--- config.mk ---
export PLATFORM = sky130hd
export DESIGN_NAME = memory_stage
export DESIGN_NICKNAME = d
export VERILOG_FILES = /design/src/rtl/memory_stage_pkg.sv /design/src/rtl/dff.sv /design/src/rtl/memory_stage_align.sv /design/src/rtl/memory_stage.sv
export SDC_FILE = /design/constraint.sdc
export NUM_CORES = 1
export LEC_CHECK = 0
export ABC_AREA = 0
export CAP_MARGIN = 25
export CORE_AREA = 2 2 141 88
export CTS_CLUSTER_DIAMETER = 200
export DETAILED_ROUTE_END_ITERATION = 10
export DIE_AREA = 0 0 143 90
export PLACE_DENSITY = 0.88
export SLEW_MARGIN = 15
export SYNTH_ARGS = -nofsm -noshare
export SYNTH_HDL_FRONTEND = slang
export SYNTH_HIERARCHICAL = 1
export SYNTH_SLANG_ARGS = --single-unit
--- constraint.sdc ---
create_clock -name clk_i -period 2.51 [get_ports clk_i]
set_input_delay 0.251 -clock clk_i [delete_from_list [all_inputs] [get_ports clk_i]]
set_output_delay 0.251 -clock clk_i [all_outputs]
set_load 0.1 [all_outputs]
--- src/rtl/memory_stage_pkg.sv ---
// Shared pipeline types for the memory stage: control word, access size and
// data-memory FSM state encodings.
package rvga_types;

  typedef enum logic [1:0] {
    MEM_B = 2'd0,
    MEM_H = 2'd1,
    MEM_W = 2'd2
  } rvga_mem_size;

  typedef enum logic [1:0] {
    DMEM_IDLE,
    DMEM_REQ,
    DMEM_WAIT,
    DMEM_DONE
  } rvga_dmem_state;

  typedef struct packed {
    logic [31:0] pc;
    logic [4:0]  rd;
    logic        rd_w_v;
    logic        ld_v;
    logic        st_v;
    logic [1:0]  mem_size;
    logic        mem_uns;
  } rvga_cword;

  function automatic logic is_mem_op(input rvga_cword c);
    return c.ld_v | c.st_v;
  endfunction

endpackage

--- src/rtl/dff.sv ---
// Generic enabled register with asynchronous active-low reset to zero.
module dff #(
  parameter int unsigned width_p = 1
) (
  input  logic               clk_i,
  input  logic               rst_i,
  input  logic               en_i,
  input  logic [width_p-1:0] d_i,
  output logic [width_p-1:0] q_o
);

  always_ff @(posedge clk_i or negedge rst_i) begin
    if (!rst_i) begin
      q_o <= '0;
    end else if (en_i) begin
      q_o <= d_i;
    end
  end

endmodule

--- src/rtl/memory_stage_align.sv ---
// Byte-lane steering for data-memory accesses: store mask/data replication,
// load extraction with sign/zero extension, and misalignment detection.
module mem_align
  import rvga_types::*;
(
  input  logic [1:0]  size_i,
  input  logic        uns_i,
  input  logic [1:0]  lane_i,
  input  logic [31:0] st_data_i,
  input  logic [31:0] rdata_i,
  output logic [3:0]  wmask_o,
  output logic [31:0] wdata_o,
  output logic [31:0] ld_data_o,
  output logic        misaligned_o
);

  logic [31:0] shifted;

  always_comb begin
    shifted      = rdata_i >> {lane_i, 3'b000};
    wmask_o      = 4'hF;
    wdata_o      = st_data_i;
    ld_data_o    = shifted;
    misaligned_o = 1'b0;
    case (size_i)
      MEM_B: begin
        wmask_o   = 4'b0001 << lane_i;
        wdata_o   = {4{st_data_i[7:0]}};
        ld_data_o = {{24{~uns_i & shifted[7]}}, shifted[7:0]};
      end
      MEM_H: begin
        wmask_o      = 4'b0011 << lane_i;
        wdata_o      = {2{st_data_i[15:0]}};
        ld_data_o    = {{16{~uns_i & shifted[15]}}, shifted[15:0]};
        misaligned_o = lane_i[0];
      end
      default: begin
        misaligned_o = |lane_i;
      end
    endcase
  end

endmodule

--- src/rtl/memory_stage.sv ---
// Memory pipeline stage: issues data-memory loads/stores over a valid/ready
// request and response-valid interface, stalling the pipe while outstanding.
module memory_stage
  import rvga_types::*;
#(
  parameter int unsigned addr_width_p = 32,
  parameter int unsigned max_wait_p   = 255
) (
  input  logic                    clk_i,
  input  logic                    rst_i,
  input  logic                    stall_v_i,
  input  rvga_cword               cword_i,
  input  logic [31:0]             alu_result_i,
  input  logic [31:0]             st_data_i,
  output logic                    dmem_req_v_o,
  input  logic                    dmem_ready_i,
  output logic                    dmem_we_o,
  output logic [addr_width_p-1:0] dmem_addr_o,
  output logic [31:0]             dmem_wdata_o,
  output logic [3:0]              dmem_wmask_o,
  input  logic                    dmem_rdata_v_i,
  input  logic [31:0]             dmem_rdata_i,
  output logic [31:0]             alu_or_ld_result_o,
  output logic                    stall_v_o,
  output logic                    mem_err_o
);

  rvga_dmem_state state_q, state_d;
  logic           err_q, err_d;
  logic [7:0]     wait_cnt_q, wait_cnt_d, wait_cnt_inc;
  logic [31:0]    rdata_buf_q, rdata_buf_d;
  logic           mem_op;
  logic           misaligned;
  logic [3:0]     wmask;
  logic [31:0]    wdata;
  logic [31:0]    ld_data;
  logic           unused_cword;

  assign mem_op       = is_mem_op(cword_i);
  assign unused_cword = ^{cword_i.pc, cword_i.rd, cword_i.rd_w_v};

  mem_align u_align (
    .size_i       (cword_i.mem_size),
    .uns_i        (cword_i.mem_uns),
    .lane_i       (alu_result_i[1:0]),
    .st_data_i    (st_data_i),
    .rdata_i      (rdata_buf_q),
    .wmask_o      (wmask),
    .wdata_o      (wdata),
    .ld_data_o    (ld_data),
    .misaligned_o (misaligned)
  );

  always_ff @(posedge clk_i or negedge rst_i) begin
    if (!rst_i) begin
      state_q <= DMEM_IDLE;
      err_q   <= 1'b0;
    end else begin
      state_q <= state_d;
      err_q   <= err_d;
    end
  end

  dff #(.width_p(8)) u_wait_cnt (
    .clk_i (clk_i),
    .rst_i (rst_i),
    .en_i  (1'b1),
    .d_i   (wait_cnt_d),
    .q_o   (wait_cnt_q)
  );

  dff #(.width_p(32)) u_rdata_buf (
    .clk_i (clk_i),
    .rst_i (rst_i),
    .en_i  (1'b1),
    .d_i   (rdata_buf_d),
    .q_o   (rdata_buf_q)
  );

  always_comb begin
    state_d            = state_q;
    err_d              = err_q;
    wait_cnt_d         = '0;
    wait_cnt_inc       = wait_cnt_q + 8'd1;
    rdata_buf_d        = rdata_buf_q;
    dmem_req_v_o       = 1'b0;
    stall_v_o          = 1'b0;
    alu_or_ld_result_o = alu_result_i;
    case (state_q)
      DMEM_IDLE: begin
        if (mem_op) begin
          if (misaligned) begin
            err_d              = 1'b1;
            alu_or_ld_result_o = '0;
          end else begin
            state_d   = DMEM_REQ;
            stall_v_o = 1'b1;
          end
        end
      end
      DMEM_REQ: begin
        dmem_req_v_o = 1'b1;
        stall_v_o    = 1'b1;
        if (dmem_ready_i) begin
          state_d = cword_i.st_v ? DMEM_DONE : DMEM_WAIT;
        end
      end
      DMEM_WAIT: begin
        stall_v_o = 1'b1;
        // A response in the final allowed cycle still wins over the timeout.
        if (dmem_rdata_v_i) begin
          rdata_buf_d = dmem_rdata_i;
          state_d     = DMEM_DONE;
        end else if (wait_cnt_inc == 8'(max_wait_p)) begin
          err_d       = 1'b1;
          rdata_buf_d = '0;
          state_d     = DMEM_DONE;
        end else begin
          wait_cnt_d = wait_cnt_inc;
        end
      end
      DMEM_DONE: begin
        if (cword_i.ld_v && !cword_i.st_v) begin
          alu_or_ld_result_o = ld_data;
        end
        if (!stall_v_i) begin
          state_d = DMEM_IDLE;
        end
      end
      default: begin
        state_d = DMEM_IDLE;
      end
    endcase
  end

  assign mem_err_o    = err_q;
  assign dmem_we_o    = dmem_req_v_o & cword_i.st_v;
  assign dmem_addr_o  = dmem_req_v_o ? {alu_result_i[addr_width_p-1:2], 2'b00} : '0;
  assign dmem_wdata_o = dmem_req_v_o ? wdata : '0;
  assign dmem_wmask_o = dmem_req_v_o ? wmask : '0;

endmodule

==> metrics, run 1 <==
total wire length=~18 mm; clock slew at reported path FFs=about 70 ps; R2R cell count=9; CTS max path bufs=2; Top Ports=around 250; Synth cell types=between 50 and 60; maxcap violations=0; Die Y=approximately 90 um; Worst Path Required=between 2000 and 2500 ps; Starting Density=about two fifths; switching part of the total=56.87%; Reg power frac=about a tenth; DP HPWL=13.82 mm; minimum clock period=2504 ps; status=finished clean; endpoints failing setup=0; Post-Syn Area=around 4700 um^2; Vias=between 4000 and 5000; site row count=31; Chip Width=about 140 um; Syn-to-layout area delta=77.98%; initial antenna violation count=1; Num CTS Buffers=5; clock latency on the worst-skew pair=290 ps; worst min-delay path class=in -> async; Async SR Flop Fraction=100.0%; clock network power share=under 10%; clk_skew=~7.7 ps; max-slew violations=0; sequential area share after synthesis=between 20 and 25%; Area after DPL=between 8000 and 9000 um^2; pre-CTS WS=-426.9 ps; number of iterations in the first detailed-routing pass=5; cells after synthesis=a little over 500; IO Port Bufs=roughly 210; CP arrival=between 2000 and 2500 ps; most common cell after layout, fill and taps aside=buf_12; H-tree lvl count=2; Iter 0 DRT Violations=between 200 and 300; largest net degree at the start of global routing=50; maximum VDD drop=roughly 1.1 mV; fraction of layout cells with a size suffix above 1=between 40% and 50%; CP Launch Type=input pin; Setup CP Type=in -> out; Mapped Avg Cell Area=9.194 um^2; Die ar.=around 13000 um^2; Root Buffer=clkbuf_16; Crit. End Element=output pin; Clock Sinks=43; core area=approximately 12000 um^2; first-pass GRT wire length=27.61 mm; Fin. Hold Viols=0; Final WS setup=between 6 and 7 ps; P per Cell Area=1522 nW/um^2; Fillers=between 800 and 900; R2R Setup Slk=approximately 150 ps; GRT overflow=0; vias in the first global route=5010; Vias/cell=approximately 5.5; synth warn=6; Final nets=about 860; fin crit share=99.75%; relative slew slack=between 50% and 60%; Final Hold Slack=roughly 470 ps; Internal=5.457 mW; drt drc=0; most frequent cells in the layout=buf_12, clkdlybuf4s50_1, nand2_1, dfrtp_1, mux2_4; EDFF count, synth=0; gr usage total=approximately 27%; synthesized flop and latch total=43; Net Sw Power=~7.2 mW; end point of the critical path=alu_or_ld_result_o[20]; reg-to-reg startpoint=u_wait_cnt/q_o[0]; crit path from=cword_i[1]; DRT antenna net count=0; dominant register cell in the synthesized netlist=dfrtp_1; R2R Path End=u_rdata_buf/q_o[4]; peak fanout along the critical path=25; CTS tree=yes; Fmax=~0.4 GHz; Slew @ Worst Pin=roughly 600 ps; Pwr Total=approximately 13 mW; leakage=around 3.7 nW; Avg WL per Cell=between 20 and 25 um; Final Wtd Congestion=just over 0.9; Final Instance Area=slightly above 8000 um^2; power share of the combinational group=between 80% and 90%
==> metal layers <==
metal  routed length (um)  share of wire (%)  vias up  track usage [%]
li1                     -                  -     2205                -
met1                 7622                 43     2354            34.68
met2                 8750                 49      213            45.93
met3                 1224                6.8       38            6.926
met4                  335                1.9        0            6.683
met5                    0                  0        -                0
==> synthesized netlist by cell type (all sizes together), types with 9 or more instances <==
master | instances | share of area (%)
nor2 | 15 | 1.3
nand3 | 19 | 3.3
buf | 33 | 5.9
dfrtp | 43 | 23
clkbuf | 24 | 1.9
a22o | 64 | 12
a211oi | 9 | 1.4
mux2 | 58 | 17
a21oi | 19 | 2.6
mux2i | 17 | 3.6
nor2b | 12 | 1.6
nand2 | 54 | 4.3
and2 | 68 | 9.1
o21ai | 16 | 1.7
==> repair_timing <==
action,CTS,global route
gates resized for setup,4,11
hold buffers,0,1
pin swaps,0,4
endpoints found under the setup margin,32,73
buffers inserted,1,4
cloned,0,1
hold endpoints to repair,0,18
==> worst min path at each step <==
stage / end / depth (start not counted)
3_5_place_dp: u_wait_cnt/q_o[3] / 1
4_1_cts: u_wait_cnt/q_o[3] / 1
5_1_grt: u_wait_cnt/q_o[2] / 2
3_3_place_gp: u_wait_cnt/q_o[4] / 1
2_1_floorplan: mem_err_o / 0
6_report: u_wait_cnt/q_o[3] / 2
==> critical path: stages <==
cell and delay (ps):
clkdlybuf4s50_1 550, nand2_1 150, nand2_1 160, nor2b_1 80, or3_4 400, buf_12 180
a22o_2 300, buf_12 170
==> state kept, by name, indices dropped and copies added, names as in the netlist <==
register and flops:
u_rdata_buf/q_o 32, state_q 2, u_wait_cnt/q_o 8, mem_err_o 1
==> logic make-up (layout without fill, tap and decap cells) <==
logic type                 Yosys count  after routing  share of synthesized area, %
DFF                                 43             43                         23.04
and+or+nand+nor                    188            188                         22.82
muxes                               75             75                         20.76
AOI/OAI and AO/OA                  125            125                         22.26
other                                2              5                        0.1608
xor gates and xnor gates             5              5                        0.9375
adders and majority gates            6              6                         1.607
buffers and inverters               64            263                         8.412
==> stage by stage <==
step	util (%)	TNS, ps	instances
after floorplan	-	0	510
after global placement	68.36	-5975	857
after detailed placement	68.60	-7388	858
after CTS	70.00	0	867
after global routing	71.18	-331.1	874
final	71.20	0	875
==> power by group through the flow <==
stage          clock network [mW]  logic, mW  registers (mW)
5_1_grt                     0.679       11.0            1.35
6_report                    0.645       10.7            1.32
3_5_place_dp                    0       10.5            1.32
4_1_cts                     0.642       10.6            1.31
3_3_place_gp                    0       10.4            1.28
2_1_floorplan                   0       6.80            1.21
==> final cells by class <==
| type | instances | area, um^2 | share of cell area (%) |
|---|---|---|---|
| Tap cell | 165 | 206.4 | 2.483 |
| Inverter | 7 | 26.28 | 0.3161 |
| Clock buffer | 7 | 132.6 | 1.595 |
| Sequential cell | 43 | 1077 | 12.96 |
| Multi-Input combinational cell | 403 | 3333 | 40.10 |
| Antenna cell | 1 | 2.502 | 0.03010 |
| Clock inverter | 1 | 5.005 | 0.06020 |
| Timing Repair Buffer | 248 | 3530 | 42.46 |
Power figures use the tool's default switching activity.
==> inputs of run 2 (changes only) <==
ABC_AREA = unset   (was 0)
HOLD_SLACK_MARGIN = 0.05   (was unset)
SKIP_LAST_GASP = 1   (was unset)
==> results of run 2 <==
No change in the layout: final DEF, timing and power equal those of run 1.
